[src/rtl/pixel_mem_pkg.sv]
// rtl/pixel_mem_pkg.sv - shared types and sizes for the pixel memory read arbiter
package pixel_mem_pkg;

   localparam int ADDR_W    = 20;
   localparam int DATA_W    = 32;
   localparam int MEM_DEPTH = 307200;

   typedef enum logic {
      PORT_CPU = 1'b0,
      PORT_VGA = 1'b1
   } port_id_t;

   typedef struct packed {
      logic     valid;
      port_id_t id;
      logic     oor;
   } rd_stage_t;

endpackage

[src/rtl/rr_arbiter2.sv]
// rtl/rr_arbiter2.sv - two-way round-robin grant with last-granted pointer
module rr_arbiter2
   import pixel_mem_pkg::*;
(
   input  logic       clk,
   input  logic       rst_n,
   input  logic [1:0] req,
   output logic [1:0] gnt
);

   port_id_t last_q;
   port_id_t last_d;

   always_comb begin
      gnt    = 2'b00;
      last_d = last_q;
      if (req[0] && req[1]) begin
         // contention goes to whichever port was not served most recently
         gnt = (last_q == PORT_CPU) ? 2'b10 : 2'b01;
      end else begin
         gnt = req;
      end
      if (gnt[0]) begin
         last_d = PORT_CPU;
      end else if (gnt[1]) begin
         last_d = PORT_VGA;
      end
   end

   always_ff @(posedge clk or negedge rst_n) begin
      if (!rst_n) begin
         last_q <= PORT_VGA;
      end else begin
         last_q <= last_d;
      end
   end

endmodule

[src/rtl/pixel_mem_arbiter.sv]
// rtl/pixel_mem_arbiter.sv - CPU/display arbiter for the single pixel memory read port
module pixel_mem_arbiter #(
   parameter int ADDR_W    = 20,
   parameter int DATA_W    = 32,
   parameter int MEM_DEPTH = 307200
) (
   input  logic              clk,
   input  logic              rst_n,
   input  logic              cpu_req,
   input  logic [ADDR_W-1:0] cpu_addr,
   output logic              cpu_gnt,
   output logic              cpu_rvalid,
   output logic [DATA_W-1:0] cpu_rdata,
   output logic              cpu_err,
   input  logic              vga_req,
   input  logic [ADDR_W-1:0] vga_addr,
   output logic              vga_gnt,
   output logic              vga_rvalid,
   output logic [DATA_W-1:0] vga_rdata,
   output logic              vga_err,
   output logic [ADDR_W-1:0] mem_addr,
   input  logic [DATA_W-1:0] mem_rdata
);

   import pixel_mem_pkg::*;

   logic [1:0]        req;
   logic [1:0]        gnt;
   logic [ADDR_W-1:0] sel_addr;
   logic              sel_oor;

   logic [ADDR_W-1:0] mem_addr_q, mem_addr_d;
   rd_stage_t         a_q, a_d;
   logic              cpu_rvalid_q, cpu_rvalid_d;
   logic [DATA_W-1:0] cpu_rdata_q, cpu_rdata_d;
   logic              cpu_err_q, cpu_err_d;
   logic              vga_rvalid_q, vga_rvalid_d;
   logic [DATA_W-1:0] vga_rdata_q, vga_rdata_d;
   logic              vga_err_q, vga_err_d;

   assign req = {vga_req, cpu_req};

   rr_arbiter2 u_rr (
      .clk   (clk),
      .rst_n (rst_n),
      .req   (req),
      .gnt   (gnt)
   );

   always_comb begin
      sel_addr = gnt[1] ? vga_addr : cpu_addr;
      sel_oor  = (64'(sel_addr) >= 64'(MEM_DEPTH));

      mem_addr_d = mem_addr_q;
      a_d.valid  = |gnt;
      a_d.id     = gnt[1] ? PORT_VGA : PORT_CPU;
      a_d.oor    = (|gnt) && sel_oor;
      // out-of-range reads park the memory on address 0
      if (|gnt) begin
         mem_addr_d = sel_oor ? '0 : sel_addr;
      end

      cpu_rvalid_d = a_q.valid && (a_q.id == PORT_CPU);
      cpu_err_d    = cpu_rvalid_d && a_q.oor;
      cpu_rdata_d  = cpu_rdata_q;
      if (cpu_rvalid_d) begin
         cpu_rdata_d = a_q.oor ? '0 : mem_rdata;
      end

      vga_rvalid_d = a_q.valid && (a_q.id == PORT_VGA);
      vga_err_d    = vga_rvalid_d && a_q.oor;
      vga_rdata_d  = vga_rdata_q;
      if (vga_rvalid_d) begin
         vga_rdata_d = a_q.oor ? '0 : mem_rdata;
      end
   end

   always_ff @(posedge clk or negedge rst_n) begin
      if (!rst_n) begin
         mem_addr_q   <= '0;
         a_q          <= '{valid: 1'b0, id: PORT_CPU, oor: 1'b0};
         cpu_rvalid_q <= 1'b0;
         cpu_rdata_q  <= '0;
         cpu_err_q    <= 1'b0;
         vga_rvalid_q <= 1'b0;
         vga_rdata_q  <= '0;
         vga_err_q    <= 1'b0;
      end else begin
         mem_addr_q   <= mem_addr_d;
         a_q          <= a_d;
         cpu_rvalid_q <= cpu_rvalid_d;
         cpu_rdata_q  <= cpu_rdata_d;
         cpu_err_q    <= cpu_err_d;
         vga_rvalid_q <= vga_rvalid_d;
         vga_rdata_q  <= vga_rdata_d;
         vga_err_q    <= vga_err_d;
      end
   end

   assign cpu_gnt    = gnt[0];
   assign vga_gnt    = gnt[1];
   assign mem_addr   = mem_addr_q;
   assign cpu_rvalid = cpu_rvalid_q;
   assign cpu_rdata  = cpu_rdata_q;
   assign cpu_err    = cpu_err_q;
   assign vga_rvalid = vga_rvalid_q;
   assign vga_rdata  = vga_rdata_q;
   assign vga_err    = vga_err_q;

endmodule

[config.mk]
export PLATFORM = sky130hd
export DESIGN_NAME = pixel_mem_arbiter
export DESIGN_NICKNAME = d
export VERILOG_FILES = /design/src/rtl/pixel_mem_pkg.sv /design/src/rtl/rr_arbiter2.sv /design/src/rtl/pixel_mem_arbiter.sv
export SDC_FILE = /design/constraint.sdc
export NUM_CORES = 1
export LEC_CHECK = 0
export BUFFER_PORTS_ARGS = -buffer_cell sky130_fd_sc_hd__buf_2
export CELL_PAD_IN_SITES_DETAIL_PLACEMENT = 0
export CELL_PAD_IN_SITES_GLOBAL_PLACEMENT = 2
export CORE_MARGIN = 10
export CORE_UTILIZATION = 24
export CTS_CLUSTER_DIAMETER = 80
export DETAILED_ROUTE_END_ITERATION = 8
export PLACE_DENSITY = 0.85
export SYNTH_ARGS = -nofsm -noshare
export SYNTH_HDL_FRONTEND = slang
export SYNTH_SLANG_ARGS = --single-unit
[constraint.sdc]
create_clock -name clk -period 1.4 [get_ports clk]
set_input_delay 0.07 -clock clk [delete_from_list [all_inputs] [get_ports clk]]
set_output_delay 0.07 -clock clk [all_outputs]
set_load 0.01 [all_outputs]
== Yosys cells after proc, flatten, opt, wreduce, memory -nomap -nowiden ==
Cells that the tools add are included.

* Flip-flop bits (word level): 92
* Input bits: 76
* Output and inout bits: 90

* Order comparisons: 1
* Muxes and demuxes: 8
* Bitwise logic cells: 1
* Reduce and logical (&&, ||, !) cells: 8

{| class="wikitable"
|+ Operators with widths
! operator !! number
|-
| two-way mux 20 bit || 2
|-
| two-way mux 32 bit || 1
|-
| greater-or-equal comparator 20 x 19 -> 1 bit (second input constant) || 1
|-
| logical AND 1 bit || 6
|-
| two-way mux 2 bit || 2
|-
| two-way mux 1 bit || 3
|-
| nonzero test 2 bit || 1
|-
| OR reduction 2 bit || 1
|-
| NOT 1 bit || 1
|}

== Depth between registers and ports, before layout ==
Gate-level depths: netlist (run 1).

* Depth after elaboration: 5
* Depth in mapped cells: 5

== Cells and area by module ==
From an unflattened synthesis (run 1), not the netlist that was laid out.

* Cells, all modules: 379
* Area, all modules: 3717.3 um^2

{| class="wikitable"
|+ Modules (own cells, without submodules)
! module !! times used !! cells an instance !! area an instance (um^2) !! sequential area each (um^2)
|-
| pixel_mem_arbiter || 1 || 373 || 3663.5 || 2277.2
|-
| rr_arbiter2 || 1 || 6 || 53.8 || 26.3
|}

== Worst setup path before layout (run 1) ==
Ideal clock, no wire load.

* Path kind: register -> register
* Start point: register u_rr.last_q
* End point: register mem_addr_q[2], in the netlist mem_addr[2]
* Setup time: 0.074 ns
* Data arrival time: 1.310 ns
* Required time: 1.326 ns
* Slack: 0.016 ns
* Cell stages (with the launch flop): 6
* Buffers on the path: 1
* Cell sequence: dfstp_2 > a21boi_4 > or2_4 > a2bb2oi_4 > buf_6 > o21ai_2

* Word-level cells in the longest chain between the ends: 5
* Elaborated cells on any way between the ends: 6
* Classes of those cells: 1 x order compare; 4 x mux; 1 x reduce/logical

{| class="wikitable"
|+ Ends and longest elaborated chain
! element !! RTL line !! source
|-
| from (decl) || rr_arbiter2.sv:11 || <nowiki>port_id_t last_q;</nowiki>
|-
| from (signal assigned) || rr_arbiter2.sv:34 || <nowiki>last_q <= last_d;</nowiki>
|-
| two-way mux 2 bit * || rr_arbiter2.sv:19 || <nowiki>gnt = (last_q == PORT_CPU) ? 2'b10 : 2'b01;</nowiki>
|-
| two-way mux 2 bit * || rr_arbiter2.sv:17 || <nowiki>if (req[0] && req[1]) begin</nowiki>
|-
| two-way mux 20 bit || pixel_mem_arbiter.sv:51 || <nowiki>sel_addr = gnt[1] ? vga_addr : cpu_addr;</nowiki>
|-
| greater-or-equal comparator 20 x 19 -> 1 bit || pixel_mem_arbiter.sv:52 || <nowiki>sel_oor = (64'(sel_addr) >= 64'(MEM_DEPTH));</nowiki>
|-
| two-way mux 20 bit || pixel_mem_arbiter.sv:60 || <nowiki>mem_addr_d = sel_oor ? '0 : sel_addr;</nowiki>
|-
| to (signal assigned) || pixel_mem_arbiter.sv:89 || <nowiki>mem_addr_q <= mem_addr_d;</nowiki>
|-
| to (decl) || pixel_mem_arbiter.sv:32 || <nowiki>logic [ADDR_W-1:0] mem_addr_q, mem_addr_d;</nowiki>
|}

Mark *: on every way between the ends. The rest lies on a longest branch, timed or not.
A chain may end at the register's enable or synchronous reset.

== Final worst setup path (run 1) ==
* Start point: register u_rr.last_q
* End point: output port cpu_gnt

* Word-level cells in the longest chain between the ends: 2

{| class="wikitable"
|+ Ends and longest elaborated chain
! element !! RTL line !! source
|-
| two-way mux 2 bit || rr_arbiter2.sv:19 ||
|-
| two-way mux 2 bit || rr_arbiter2.sv:17 ||
|-
| to (decl) || pixel_mem_arbiter.sv:11 || <nowiki>output logic cpu_gnt,</nowiki>
|}

No other way between the ends.

==> impl_metrics.ini, run 1 <==
[route]
post_drt_wl_per_cell_um = 15.18
routed_wl_um = 11460
first_pass_iters = 4
drt_first_iter_violations = 106
final_antenna_net_count = 0
remaining_drc_errors = 0
viasPerCell = 4.340
dr_total_vias = 3277

[clock_tree]
clk_latency_ns = 0.34
clkTransAtPathRegs_ns = 0.06
clock_path_buffers = 2
clkSinkCount = 92
cts_made_buffers = 9
cts_tree = done
root_buffer = clkbuf_16
htree_levels = 3

[critical_path]
crit_path_start_kind = flip-flop
cpMostUsedCell = buf_6
path_cells = buf_6 > inv_2 > a21boi_2 > buf_4 > buf_6
critPathMaxFanout = 2
critical_path_buf_inv_count = 4
slowest_stage = dfstp_2
critPathKind = reg2out
crit_arrival_ns = 1.37
crit_required_ns = 1.33
slowest_delay_ns = 0.56
cp_top_family = flip-flops
worst-r2r-setup-slack_ns = -0.04
end_kind = output port

[layout]
area_growth_pct = 49.68
final_common_cell = buf_2
nets = 638
layout_common_cells = buf_2, nand2_1, dfrtp_1, o21ai_0, dlygate4sd3_1
n_antenna_cell = 0
drive_above_1_share = 0.3880

[global_routing]
met1_usage = 0.1383
antenna_found_initial = 0
grt_max_degree = 93
grt_pass1_vias = 3483
grt_usage = 0.1112
grt_use_met3 = 0.05380
grt_use_met2 = 0.1665
busiest_layer = met2
grt_pass1_wl_um = 18270
grt.overflow.total = 0

[timing]
setup_violations = 13
rsz0062_at_grt = true
worst_slack_ns = -0.03894
maxSlewViolCount = 0
min_period_ns = 1.439
fin_skew_ns = 0.008703
finalHoldViolations = 0
fmax_ghz = 0.6950
period_share = 1.028
worst_pin_slew_ns = 0.5073
max_slew_margin = 0.6618

[power]
power_density_nw_per_um2 = 1292
internal-power_uw = 5129
switching_power_uw = 1956
pwr-share-comb = 0.209
ir_worst_vdd_uv = 557.6
swShare = 0.2761
seqPwrFrac = 0.448
power.share.clock = 0.343
p_total_uw = 7086
p_leak_uw = 0.002818

[place]
port_buffers = 165
dpl.hpwl_um = 8357
post-place-ws_ns = -0.1602
routabilityCongestion = 0.7696

[floorplan]
row_count = 45
ios = 166
core_area_um2 = 15090
fp.dieW_um = 143.6
initial_utilization = 0.2429
dieHeight_um = 143.6
dieArea_um2 = 20610

[synthesis]
ys_types = 31
ys.warnings.count = 0
syn_area_um2 = 3665
synth_edf_count = 0
synth_ff_type = dfrtp_1
synth_fp_nets = 436
synth_seq_cells = 92
syn_area_per_cell_um2 = 10.18
ys_seq_area_frac = 0.6285
synthArstFlopShare = 1.000
syn_inst = 360

[min_path]
hp-class = in2reg

[job]
cap_violations = 0

[status]
violations = setup timing
status = finished, violations left
-- registers in the layout, summed over array words and instances, names as in the netlist --
signal and flops:
cpu_err 1, vga_rdata 32, mem_addr 20, vga_rvalid 1
u_rr.last_q 1, cpu_rvalid 1, a_q 3, cpu_rdata 32
vga_err 1
-- per-layer routing --
layer  vias up  part of all wire  wire length [um]
met2       132              0.44              5013
li1       1617                 -                 -
met1      1517              0.45              5156
met3        11              0.10              1150
met4         0             0.012               143
met5         -                 0                 0
-- synthesized netlist by cell type (2+ instances only) --
cell type / instances / area share
o21ai_0: 59 / 0.081
inv_1: 4 / 0.0041
a211oi_1: 2 / 0.0041
o21ai_1: 8 / 0.011
buf_2: 5 / 0.0068
nand2_1: 109 / 0.11
a21boi_1: 2 / 0.0041
and2_1: 8 / 0.014
nand3_1: 2 / 0.0027
a221o_1: 6 / 0.016
o21ai_2: 10 / 0.024
a22oi_1: 12 / 0.025
and3_1: 6 / 0.010
nor2_1: 5 / 0.0051
clkbuf_1: 16 / 0.016
dfrtp_1: 91 / 0.62
-- worst paths after layout --
path / cells past startpoint / startpoint / end
worst min-delay path: 3 / cpu_addr[4] / mem_addr[4]
max in group asynchronous: 3 / rst_n / u_rr.last_q
worst max-delay path: 5 / u_rr.last_q / cpu_gnt
min in group asynchronous: 3 / rst_n / vga_rdata[28]
worst min register to register: 2 / vga_rdata[14] / vga_rdata[14]
worst max register to register: 5 / u_rr.last_q / mem_addr[1]
-- kinds of logic (layout without fill, tap and decap cells) --
logic type	count (synthesis)	after routing	synth area share
and+or+nand+nor	135	135	0.1540
buffers and inverters	28	235	0.03243
AOI/OAI and AO/OA	105	105	0.1850
DFF	92	92	0.6285
-- cell type report --
cell class,count,area [um2]
timing repair buffer,213,1353
multi-input combinational,240,1274
tap,188,235.2
clock inverter,1,30.03
inverter,6,22.52
fill,1564,9604
sequential,92,2303
clock buffer,15,267.8
-- power groups by stage --
stage | clock, uW | sequential, uW | combinational, uW
2_1_floorplan | 0 | 3370 | 480
3_3_place_gp | 0 | 3210 | 1370
3_5_place_dp | 0 | 3230 | 1400
4_1_cts | 2530 | 3180 | 1500
5_1_grt | 2640 | 3220 | 1660
6_report | 2430 | 3170 | 1480
-- through the flow --
step	hold slack, ns	instances	utilization	TNS (ns)	cell area [um2]
global placement	0.1478	703	0.3174	-0.9055	4790
floorplan	-0.2256	360	-	0	3665
CTS	0.0001543	752	0.3605	-0.2061	5440
detailed placement	0.1589	703	0.3174	-1.563	4790
finish	0.01200	755	0.3635	-0.2528	5485
global route	0.009497	755	0.3635	-0.7654	5485
-- worst min-delay path: cells and delay by family --
family,cells,cell delay (ns)
buffers and inverters,1,0.07
AOI/OAI and AO/OA,2,0.18
-- repair_timing --
action                     CTS  global route
hold buffers                30             0
hold endpoints to repair   128             0
setup endpoints to repair   14            21
pin swaps                    2             2
resized for setup            5             5
buffers inserted             3             4
No activity file was read; power rests on OpenSTA's default activity.
==> inputs of run 2 (changes only) <==
--- a/config.mk
+++ b/config.mk
@@ -6,6 +6,7 @@
 export NUM_CORES = 1
 export LEC_CHECK = 0
 export BUFFER_PORTS_ARGS = -buffer_cell sky130_fd_sc_hd__buf_2
+export CAP_MARGIN = 10
 export CELL_PAD_IN_SITES_DETAIL_PLACEMENT = 0
 export CELL_PAD_IN_SITES_GLOBAL_PLACEMENT = 2
 export CORE_MARGIN = 10
@@ -13,6 +14,7 @@
 export CTS_CLUSTER_DIAMETER = 80
 export DETAILED_ROUTE_END_ITERATION = 8
 export PLACE_DENSITY = 0.85
+export RECOVER_POWER = 25
 export SYNTH_ARGS = -nofsm -noshare
 export SYNTH_HDL_FRONTEND = slang
 export SYNTH_SLANG_ARGS = --single-unit
==> impl_metrics.ini, run 2 (same netlist as run 1, synthesis figures left out) <==
[status]
status = finished, violations left
violations = setup timing

[route]
post_drt_wl_per_cell_um = 15.18
routed_wl_um = 11460
first_pass_iters = 4
dr_total_vias = 3277
drt_first_iter_violations = 106
remaining_drc_errors = 0
final_antenna_net_count = 0
viasPerCell = 4.340

[place]
placedCellCount = 703
dpl.hpwl_um = 8357
routabilityCongestion = 0.7696
post-place-ws_ns = -0.1602
port_buffers = 165

[critical_path]
end_kind = output port
crit_path_start_kind = flip-flop
crit_required_ns = 1.33
critPathKind = reg2out
crit_arrival_ns = 1.37
critPathMaxFanout = 2

[floorplan]
dieHeight_um = 143.6
fp.dieW_um = 143.6
dieArea_um2 = 20610
ios = 166
row_count = 45
initial_utilization = 0.2429
core_area_um2 = 15090

[power]
ir_worst_vdd_uv = 555.7
power_density_nw_per_um2 = 1293
p_leak_uw = 0.002815
p_total_uw = 7081

[layout]
drive_above_1_share = 0.3880
nets = 638
n_antenna_cell = 0
layout_common_cells = buf_2, nand2_1, dfrtp_1, o21ai_0, dlygate4sd3_1
area_growth_pct = 49.44
final_cells = 755
final_common_cell = buf_2

[clock_tree]
cts_tree = done
clock_path_buffers = 2
root_buffer = clkbuf_16
clk_latency_ns = 0.34
cts_made_buffers = 9
clkTransAtPathRegs_ns = 0.06
htree_levels = 3
clkSinkCount = 92

[global_routing]
antenna_found_initial = 0
grt_max_degree = 93
grt_pass1_wl_um = 18270
grt.overflow.total = 0
grt_usage = 0.1112
grt_pass1_vias = 3483

[timing]
min_period_ns = 1.439
worst_slack_ns = -0.03894
holdWs_ns = 0.01200
rsz0062_at_grt = true
finalHoldViolations = 0
fin_skew_ns = 0.008703
maxSlewViolCount = 0
max_slew_margin = 0.4349
period_share = 1.028
fmax_ghz = 0.6950
setup_violations = 13
worst_pin_slew_ns = 0.8477

[job]
cap_violations = 0

[min_path]
hp-class = in2reg
## run 2: cell types whose count changed in the layout (fill, tap and decap cells not counted), sizes merged
cell / previous run / this run
buf: 183 / 182
clkbuf: 15 / 16
## run 2: metal layers
metal	vias up	track usage	wire length (um)
met5	-	0	0
met4	0	0.03332	143
met3	11	0.05380	1150
met2	132	0.1665	5013
met1	1517	0.1383	5154
li1	1617	-	-
## run 2: path summary, 6_finish.rpt
kind	from	end	slack, ns	depth (start not counted)
worst max-delay path	u_rr.last_q	cpu_gnt	-0.04	5
min in group asynchronous	rst_n	vga_rdata[28]	0.49	3
max in group asynchronous	rst_n	cpu_rdata[17]	0.32	3
worst max register to register	u_rr.last_q	mem_addr[1]	-0.04	5
worst min-delay path	cpu_addr[4]	mem_addr[4]	0.01	3
worst min register to register	vga_rdata[14]	vga_rdata[14]	0.47	2
## run 2: timing repair
| action | CTS | global route |
|---|---|---|
| hold endpoints to repair | 128 | 0 |
| hold buffers | 30 | 0 |
| setup buffers | 3 | 4 |
| gates resized for setup | 5 | 5 |
| setup endpoints to repair | 14 | 21 |
| pin swaps | 2 | 2 |
## run 2: critical path, stage by stage, from the launching register on
cell	delay (ns)
dfstp_2	0.56
buf_6	0.11
inv_2	0.03
a21boi_2	0.10
buf_4	0.14
buf_6	0.10
## run 2: where the power goes
| part | switching, uW | internal [uW] |
|---|---|---|
| Sequential | 176 | 3000 |
| Clock | 948 | 1490 |
| Combinational | 831 | 644 |
## run 2: metrics by stage
step	util	cell area, um2	setup TNS [ns]
final	0.3629	5477	-0.2528
after global routing	0.3629	5477	-0.7654
after CTS	0.3605	5440	-0.2061
after detailed placement	0.3174	4790	-1.563
after global placement	0.3174	4790	-0.9055
after floorplan	-	3665	0
## run 2: area by class of cell
class	instances	area, um2
multi-input combinational	240	1274
fill	1564	9613
inverter	6	22.52
clock buffer	15	267.8
sequential	92	2303
clock inverter	1	30.03
timing repair buffer	213	1344
tap	188	235.2
